File: src/rtl/alu_cmd_ctrl.sv
`default_nettype none
// ============================================================================
// Module   : alu_cmd_ctrl
// Purpose  : Command-side initiator for a registered 2-bit ALU. Host commands
//            are queued in a small FIFO. They are issued one at a time to the
//            ALU inputs. After the ALU register latency has passed, the 3-bit
//            result is captured into a tagged response that waits for the host
//            to accept it (valid/ready).
// Revision : 1.0 - initial release
// ============================================================================
module alu_cmd_ctrl #(
  parameter int FIFO_DEPTH = 4,
  parameter int TAG_W      = 4
) (
  input  logic                          clk,
  input  logic                          rst_n,
  // host command port
  input  logic                          cmd_valid,
  output logic                          cmd_ready,
  input  logic [1:0]                    cmd_a,
  input  logic [1:0]                    cmd_b,
  input  logic                          cmd_cin,
  input  logic [1:0]                    cmd_fun,
  input  logic [TAG_W-1:0]              cmd_tag,
  // ALU drive / result
  output logic [1:0]                    alu_a,
  output logic [1:0]                    alu_b,
  output logic                          alu_cin,
  output logic [1:0]                    alu_fun,
  input  logic [2:0]                    alu_out,
  // host response port
  output logic                          rsp_valid,
  input  logic                          rsp_ready,
  output logic [2:0]                    rsp_data,
  output logic [TAG_W-1:0]              rsp_tag,
  // status
  output logic                          busy,
  output logic [$clog2(FIFO_DEPTH):0]   cmd_level
);

  localparam int                c_ADDR_W    = $clog2(FIFO_DEPTH);
  localparam int                c_ENTRY_W   = 7 + TAG_W;
  localparam logic [c_ADDR_W:0] c_DEPTH_CNT = (c_ADDR_W + 1)'(FIFO_DEPTH);

  // The issue sequence always runs IDLE -> WAIT -> CAPTURE -> RESP. In RESP, the
  // handshake edge can also issue the next command and jump straight to WAIT.
  typedef enum logic [1:0] {
    S_IDLE    = 2'd0,
    S_WAIT    = 2'd1,
    S_CAPTURE = 2'd2,
    S_RESP    = 2'd3
  } state_t;

  state_t                 r_state;

  logic [c_ENTRY_W-1:0]   r_mem [FIFO_DEPTH];
  logic [c_ADDR_W-1:0]    r_wr_ptr;
  logic [c_ADDR_W-1:0]    r_rd_ptr;
  logic [c_ADDR_W:0]      r_count;

  logic [1:0]             r_alu_a;
  logic [1:0]             r_alu_b;
  logic                   r_alu_cin;
  logic [1:0]             r_alu_fun;
  logic [TAG_W-1:0]       r_inflight_tag;
  logic                   r_rsp_valid;
  logic [2:0]             r_rsp_data;
  logic [TAG_W-1:0]       r_rsp_tag;

  logic                   w_full;
  logic                   w_empty;
  logic                   w_push;
  logic                   w_pop;
  logic [c_ENTRY_W-1:0]   w_push_entry;
  logic [c_ENTRY_W-1:0]   w_head;
  logic [1:0]             w_head_a;
  logic [1:0]             w_head_b;
  logic                   w_head_cin;
  logic [1:0]             w_head_fun;
  logic [TAG_W-1:0]       w_head_tag;

  // The full flag comes only from the registered count. A pop in the same cycle
  // never opens a slot for a push.
  assign w_full    = (r_count == c_DEPTH_CNT);
  assign w_empty   = (r_count == '0);
  assign cmd_ready = !w_full;
  assign w_push    = cmd_valid && cmd_ready;

  // Pop decisions also use the registered count. An entry pushed into an
  // empty FIFO therefore becomes visible to the FSM on the following edge.
  assign w_pop = !w_empty &&
                 ((r_state == S_IDLE) || ((r_state == S_RESP) && rsp_ready));

  // Entry layout, MSB first: {a, b, cin, fun, tag}
  assign w_push_entry = {cmd_a, cmd_b, cmd_cin, cmd_fun, cmd_tag};
  assign w_head       = r_mem[r_rd_ptr];
  assign w_head_tag   = w_head[TAG_W-1:0];
  assign w_head_fun   = w_head[TAG_W+1:TAG_W];
  assign w_head_cin   = w_head[TAG_W+2];
  assign w_head_b     = w_head[TAG_W+4:TAG_W+3];
  assign w_head_a     = w_head[TAG_W+6:TAG_W+5];

  // Command storage. The contents do not need a reset because the count
  // decides which entries are live.
  always_ff @(posedge clk) begin
    if (w_push) begin
      r_mem[r_wr_ptr] <= w_push_entry;
    end
  end

  // FIFO pointers and occupancy. The pointers wrap naturally because the depth
  // is a power of two.
  always_ff @(posedge clk or negedge rst_n) begin
    if (!rst_n) begin
      r_wr_ptr <= '0;
      r_rd_ptr <= '0;
      r_count  <= '0;
    end else begin
      if (w_push) begin
        r_wr_ptr <= r_wr_ptr + 1'b1;
      end
      if (w_pop) begin
        r_rd_ptr <= r_rd_ptr + 1'b1;
      end
      case ({w_push, w_pop})
        2'b10:   r_count <= r_count + 1'b1;
        2'b01:   r_count <= r_count - 1'b1;
        default: r_count <= r_count;
      endcase
    end
  end

  // Issue/capture sequencer. It owns every registered ALU and response output.
  always_ff @(posedge clk or negedge rst_n) begin
    if (!rst_n) begin
      r_state        <= S_IDLE;
      r_alu_a        <= '0;
      r_alu_b        <= '0;
      r_alu_cin      <= 1'b0;
      r_alu_fun      <= '0;
      r_inflight_tag <= '0;
      r_rsp_valid    <= 1'b0;
      r_rsp_data     <= '0;
      r_rsp_tag      <= '0;
    end else begin
      case (r_state)
        S_IDLE: begin
          if (w_pop) begin
            r_alu_a        <= w_head_a;
            r_alu_b        <= w_head_b;
            r_alu_cin      <= w_head_cin;
            r_alu_fun      <= w_head_fun;
            r_inflight_tag <= w_head_tag;
            r_state        <= S_WAIT;
          end
        end
        // The ALU registers its result on this edge.
        S_WAIT: begin
          r_state <= S_CAPTURE;
        end
        S_CAPTURE: begin
          r_rsp_data  <= alu_out;
          r_rsp_tag   <= r_inflight_tag;
          r_rsp_valid <= 1'b1;
          r_state     <= S_RESP;
        end
        S_RESP: begin
          if (rsp_ready) begin
            r_rsp_valid <= 1'b0;
            if (w_pop) begin
              r_alu_a        <= w_head_a;
              r_alu_b        <= w_head_b;
              r_alu_cin      <= w_head_cin;
              r_alu_fun      <= w_head_fun;
              r_inflight_tag <= w_head_tag;
              r_state        <= S_WAIT;
            end else begin
              r_state <= S_IDLE;
            end
          end
        end
        default: begin
          r_state <= S_IDLE;
        end
      endcase
    end
  end

  assign alu_a     = r_alu_a;
  assign alu_b     = r_alu_b;
  assign alu_cin   = r_alu_cin;
  assign alu_fun   = r_alu_fun;
  assign rsp_valid = r_rsp_valid;
  assign rsp_data  = r_rsp_data;
  assign rsp_tag   = r_rsp_tag;
  assign busy      = (r_state != S_IDLE) || !w_empty;
  assign cmd_level = r_count;

endmodule
`default_nettype wire

File: config.mk
export PLATFORM = sky130hd
export DESIGN_NAME = alu_cmd_ctrl
export DESIGN_NICKNAME = d
export VERILOG_FILES = /design/src/rtl/alu_cmd_ctrl.sv
export SDC_FILE = /design/constraint.sdc
export NUM_CORES = 1
export LEC_CHECK = 0
export ABC_AREA = 1
export CAP_MARGIN = 20
export CORE_ASPECT_RATIO = 1.1
export CORE_UTILIZATION = 55
export DETAILED_ROUTE_END_ITERATION = 6
export GPL_ROUTABILITY_DRIVEN = 1
export PLACE_DENSITY_LB_ADDON = 0.25
export SLEW_MARGIN = 20
export SYNTH_ARGS = -nofsm -noshare
export SYNTH_HDL_FRONTEND = slang
export SYNTH_SLANG_ARGS = --single-unit
File: constraint.sdc
create_clock -name clk -period 2 [get_ports clk]
set_input_delay 0.3 -clock clk [delete_from_list [all_inputs] [get_ports clk]]
set_output_delay 0.3 -clock clk [all_outputs]
set_load 0.03 [all_outputs]
# Word level (Yosys, flattened, before mapping)
# Memories as Yosys holds them, arrays and structs flattened.
# Index checks and enable logic that the tools add are counted.
[word_totals] mem_bits_rw=44 input_bits=18 memories=1 wordCells=65 latchBits=0 output_inout_bits=20 rom_bits=0 regBits=28
[mem_list] memory="r_mem" words=4 word_bits=11 rd=1 rd_ports_with_merged_regs=0 wr=1 line_no="56" text="logic [c_ENTRY_W-1:0] r_mem [FIFO_DEPTH];"
[op_classes] order_cmp=0 n_reduce_logical=16 mul=0 add_sub_neg=4 div_mod_pow=0 muxes=24 bitwise_logic=0 n_eq_ne=8 shift=0
[op_table] op="2-bit 2-to-1 mux" n=8
[op_table] op="2-bit case mux with 2 select lines" n=3
[op_table] op="4-bit 2-to-1 mux" n=2
[op_table] op="2-bit case mux with 4 select lines" n=1
[op_table] op="4-bit case mux with 2 select lines" n=1
[op_table] op="2-bit nonzero test" n=4
[op_table] op="2-bit == test (second input constant)" n=3
[op_table] op="1-bit 2-to-1 mux" n=6
[op_table] op="3-bit case mux with 2 select lines" n=1
[op_table] op="2-bit AND reduction" n=3
[op_table] op="2-bit by 1-bit adder with 2-bit output (second input constant)" n=2
[op_table] op="2-bit by 1-bit == test with 1-bit output (second input constant)" n=2
[op_table] op="2-bit inequality test (second input constant)" n=2
[op_table] op="1-bit case mux with 2 select lines" n=2
[op_table] op="3-bit by 1-bit adder with 3-bit output (second input constant)" n=1
[op_table] op="3-bit == test (second input constant)" n=1
[op_table] op="1-bit logical AND" n=3
[op_table] op="3-bit zero test" n=1
[op_table] op="3-bit by 1-bit subtractor with 3-bit output (second input constant)" n=1
[op_table] op="1-bit zero test" n=2
[op_table] op="2-bit zero test" n=1
[op_table] op="1-bit logical OR" n=2

# Depth between registers and ports, before layout
[depth] ltp_word=7 depth_mapped=12 ltp_nobuf=12

# Least setup slack after synthesis
# No wires, ideal clock.
[synth_timing] kind="reg2reg" startpoint="register r_count[0], in the netlist cmd_level[0]" endpoint="memory r_mem[0][0] (netlist name), enable pin" stages_incl_launch_ff=5 t_arrival_ps=1635 required_time_ps=1622 slack_ps=-13 n_path_buf=0 synth_period_minus_slack_ps=2013 setup_time_ps=378 path_cell_list="dfrtp_1 > nor2_4 > nand2_1 > nand2_4 > nor2_1"
[synth_via] elab_chain_cells=5
[synth_lines] element="from (decl)" line_no="59" text="logic [c_ADDR_W:0] r_count;"
[synth_lines] element="from (signal assigned)" line_no="126" text="2'b10: r_count <= r_count + 1'b1;"
[synth_lines] element="from (signal assigned)" line_no="127" text="2'b01: r_count <= r_count - 1'b1;"
[synth_lines] element="from (signal assigned)" line_no="128" text="default: r_count <= r_count;"
[synth_lines] element="3-bit == test" line_no="84" text="assign w_full = (r_count == c_DEPTH_CNT);"
[synth_lines] element="1-bit zero test" line_no="86" text="assign cmd_ready = !w_full;"
[synth_lines] element="via cmd_ready" line_no="19" text="output logic cmd_ready,"
[synth_lines] element="1-bit logical AND" line_no="87" text="assign w_push = cmd_valid && cmd_ready;"
[synth_lines] element="1-bit 2-to-1 mux" line_no="106" text="if (w_push) begin"
[synth_lines] element="1-bit 2-to-1 mux (not written as such)" line_no="107" text="r_mem[r_wr_ptr] <= w_push_entry;"
[synth_lines] element="to (decl)" line_no="56"
# The timed path passes the listed nets, and every way through them passes these cells.

# Worst setup path after layout
[layout_timing] startpoint="register r_count[0], in the netlist cmd_level[0]" endpoint="output port busy"
[layout_via] elab_chain_cells=3
[layout_lines] element="3-bit zero test" line_no="85" text="assign w_empty = (r_count == '0);"
[layout_lines] element="1-bit zero test" line_no="196" text="assign busy = (r_state != S_IDLE) || !w_empty;"
[layout_lines] element="1-bit logical OR" line_no="196"
[layout_lines] element="to (decl)" line_no="37" text="output logic busy,"
# No other way between the ends.

==> metrics <==
# nets final 330; Tot GR Track Use 20.8%; Yosys cell types 29; Final ANT Viol Nets 0; Routed WL 5.35 mm; DIE WIDTH 72.8 um; RSZ-0062 raised after global routing false; Final Hold Viols 0; worst hold margin 338 ps; Net Switching 2460 uW; critical path class reg -> out; Synth Warn # 0; initial antenna violation count 0; sequential area share after synthesis 66.6%; sequential share of power 37.9%; post-synthesis cell area 0.00304 mm^2; Worst Path Arrival 1560 ps; CTS Buf Count 9; most numerous cell in the Yosys netlist nor2_1; Pwr Density 1670 mW/mm^2; Final setup viols 0; Post-synth top cells 53 x nor2_1, 44 x edfxtp_1, 28 x dfrtp_1; Die Ht 79.9 um; period utilisation layout 92.9%; Synth Flop Type edfxtp_1; input/output buffers 37; leakage 0.00146 uW; cts hold-fix bufs 0; WP data required 1700 ps; first-pass GRT wire length 8.42 mm; Max VDD drop 1000 uV; via/cell ratio 4.88; WL per Instance 14.0 um; vias post-DR 1869; Final min period 1860 ps; Layout area overhead 21.1%; Final Slew Violations 0; Post-synth EDFFs 44; Seq cells post-synth 72; Ant. Diodes 0; top cell type's share of synthesized area 43.5%; worst-margin pin slew 642 ps; Starting Density 56.7%; H-Tree Depth 3; fraction of layout cells with a size suffix above 1 15.9%; Sinks on Clock Net 72; DR iter-0 viols 108; Mapped Nets 283; Sw Share 40.2%; fmax 538 MHz; max_slew headroom 57.1%; cell taking the most area after synthesis edfxtp_1; clock buffer depth 2; drt drc 0; status completed; Worst-path clk slew 70 ps; Worst setup EP type output port; Final Power 6140 uW; FF-to-FF Start r_state[0]; R2R Setup Slk 200 ps; hpwl dp 3.32 mm; Mapped Cells 256; Int Pwr 3670 uW; Gate power share 44.2%; Clk pwr share 17.8%; later-pin clock latency in the skew report 340 ps; grt ovf 0; critical-path maximum fanout 5; number of global-route vias before repair 1826; GPL Wtd Cong 0.725; I/O pin count 38; r2r endpoint cmd_level[2]; largest net degree at the start of global routing 29; Post-Route Skew 6.19 ps; die area 0.00582 mm^2; placeable core area 0.00536 mm^2; CTS root buffer clkbuf_8; Area contributors post-synth edfxtp_1 44%, dfrtp_1 23%, nor2_1 6.6%; critical path startpoint category register; async set or reset register ratio after synthesis 38.9%; synthesized area per cell 11.9 um^2; Max-cap violations 0; First-pass DRT Iterations 4; crit path from cmd_level[0]; CTS tree done; Worst Hold Class in -> async; Core Rows 28; FF-to-FF path depth 11
[layout by cell type, fill, tap and decap left out, drive strengths merged, types with 5 or more instances in the layout]
cell	Yosys	layout
ha	8	8
nor2	62	62
a31oi	9	9
a21oi	5	5
nand2	27	27
mux2	5	5
clkdlybuf4s50	0	35
clkbuf	2	10
edfxtp	44	44
inv	23	23
buf	7	8
o21ai	29	29
dfrtp	28	28
[routing by layer]
layer | track usage (%) | vias to the layer above | wire length (um)
met5 | 0 | - | 0
met3 | 3.91 | 8 | 169
met1 | 23.9 | 869 | 2290
met4 | 14.1 | 0 | 123
met2 | 35.0 | 41 | 2770
li1 | - | 951 | -
[stage by stage]
stage | cell area, um^2 | utilization (%) | instances | TNS [ps] | worst slack, ps
floorplan | 3040 | - | 256 | -588 | -13.4
global placement | 3490 | 65.1 | 367 | 0 | 172
detailed placement | 3490 | 65.1 | 367 | 0 | 142
CTS | 3680 | 68.6 | 383 | 0 | 116
global route | 3680 | 68.6 | 383 | 0 | 39.6
finish | 3680 | 68.6 | 383 | 0 | 142
[how the worst max path moves through the flow]
stage / to / slack (ps)
global route: busy / 40
global placement: cmd_level[1] / 170
floorplan: r_mem[0][0] / -10
CTS: busy / 120
finish: busy / 140
detailed placement: cmd_level[2] / 140
[registers in the layout, summed over array words and instances (netlist names)]
signal          flops
r_state             2
r_wr_ptr            2
rsp_tag             4
rsp_valid           1
alu_a               2
cmd_level           3
r_rd_ptr            2
alu_b               2
rsp_data            3
alu_fun             2
alu_cin             1
r_mem              44
r_inflight_tag      4
[critical path: stages (launching register included)]
cell and delay [ps]:
dfrtp_1 470, nor2_4 180, nand2_4 100, inv_1 80, nand2_1 50, dlygate4sd2_1 340
[repair_timing]
action                     4_1_cts  5_1_grt
setup endpoints to repair        2        0
gates resized for setup          2        0
setup buffers                    0        0
[cell type report]
cell class,count,area (um^2)
flip-flops and latches,72,2020
fillers,417,1680
multi-input cells,152,856
repair buffers,45,428
clock buffers,10,128
well taps,75,93.8
inverters,23,88.8
clock inverters,6,60.1
[power by group through the flow]
stage / Sequential [uW] / Combinational, uW / Clock, uW
2_1_floorplan: 2690 / 1630 / 0
3_3_place_gp: 2340 / 2660 / 0
3_5_place_dp: 2360 / 2740 / 0
4_1_cts: 2330 / 2750 / 1120
5_1_grt: 2380 / 3030 / 1160
6_report: 2330 / 2720 / 1090
[cells by family after synthesis]
group | after synthesis | share of synthesized area, %
xor gates and xnor gates | 2 | 0.577
muxes | 5 | 1.85
buffers and inverters | 32 | 5.23
adders and majority gates | 9 | 3.96
DFF | 72 | 66.6
AOI/OAI and AO/OA | 46 | 8.32
and+or+nand+nor | 90 | 13.5
Note: power is estimated with default switching activity, not from simulation.
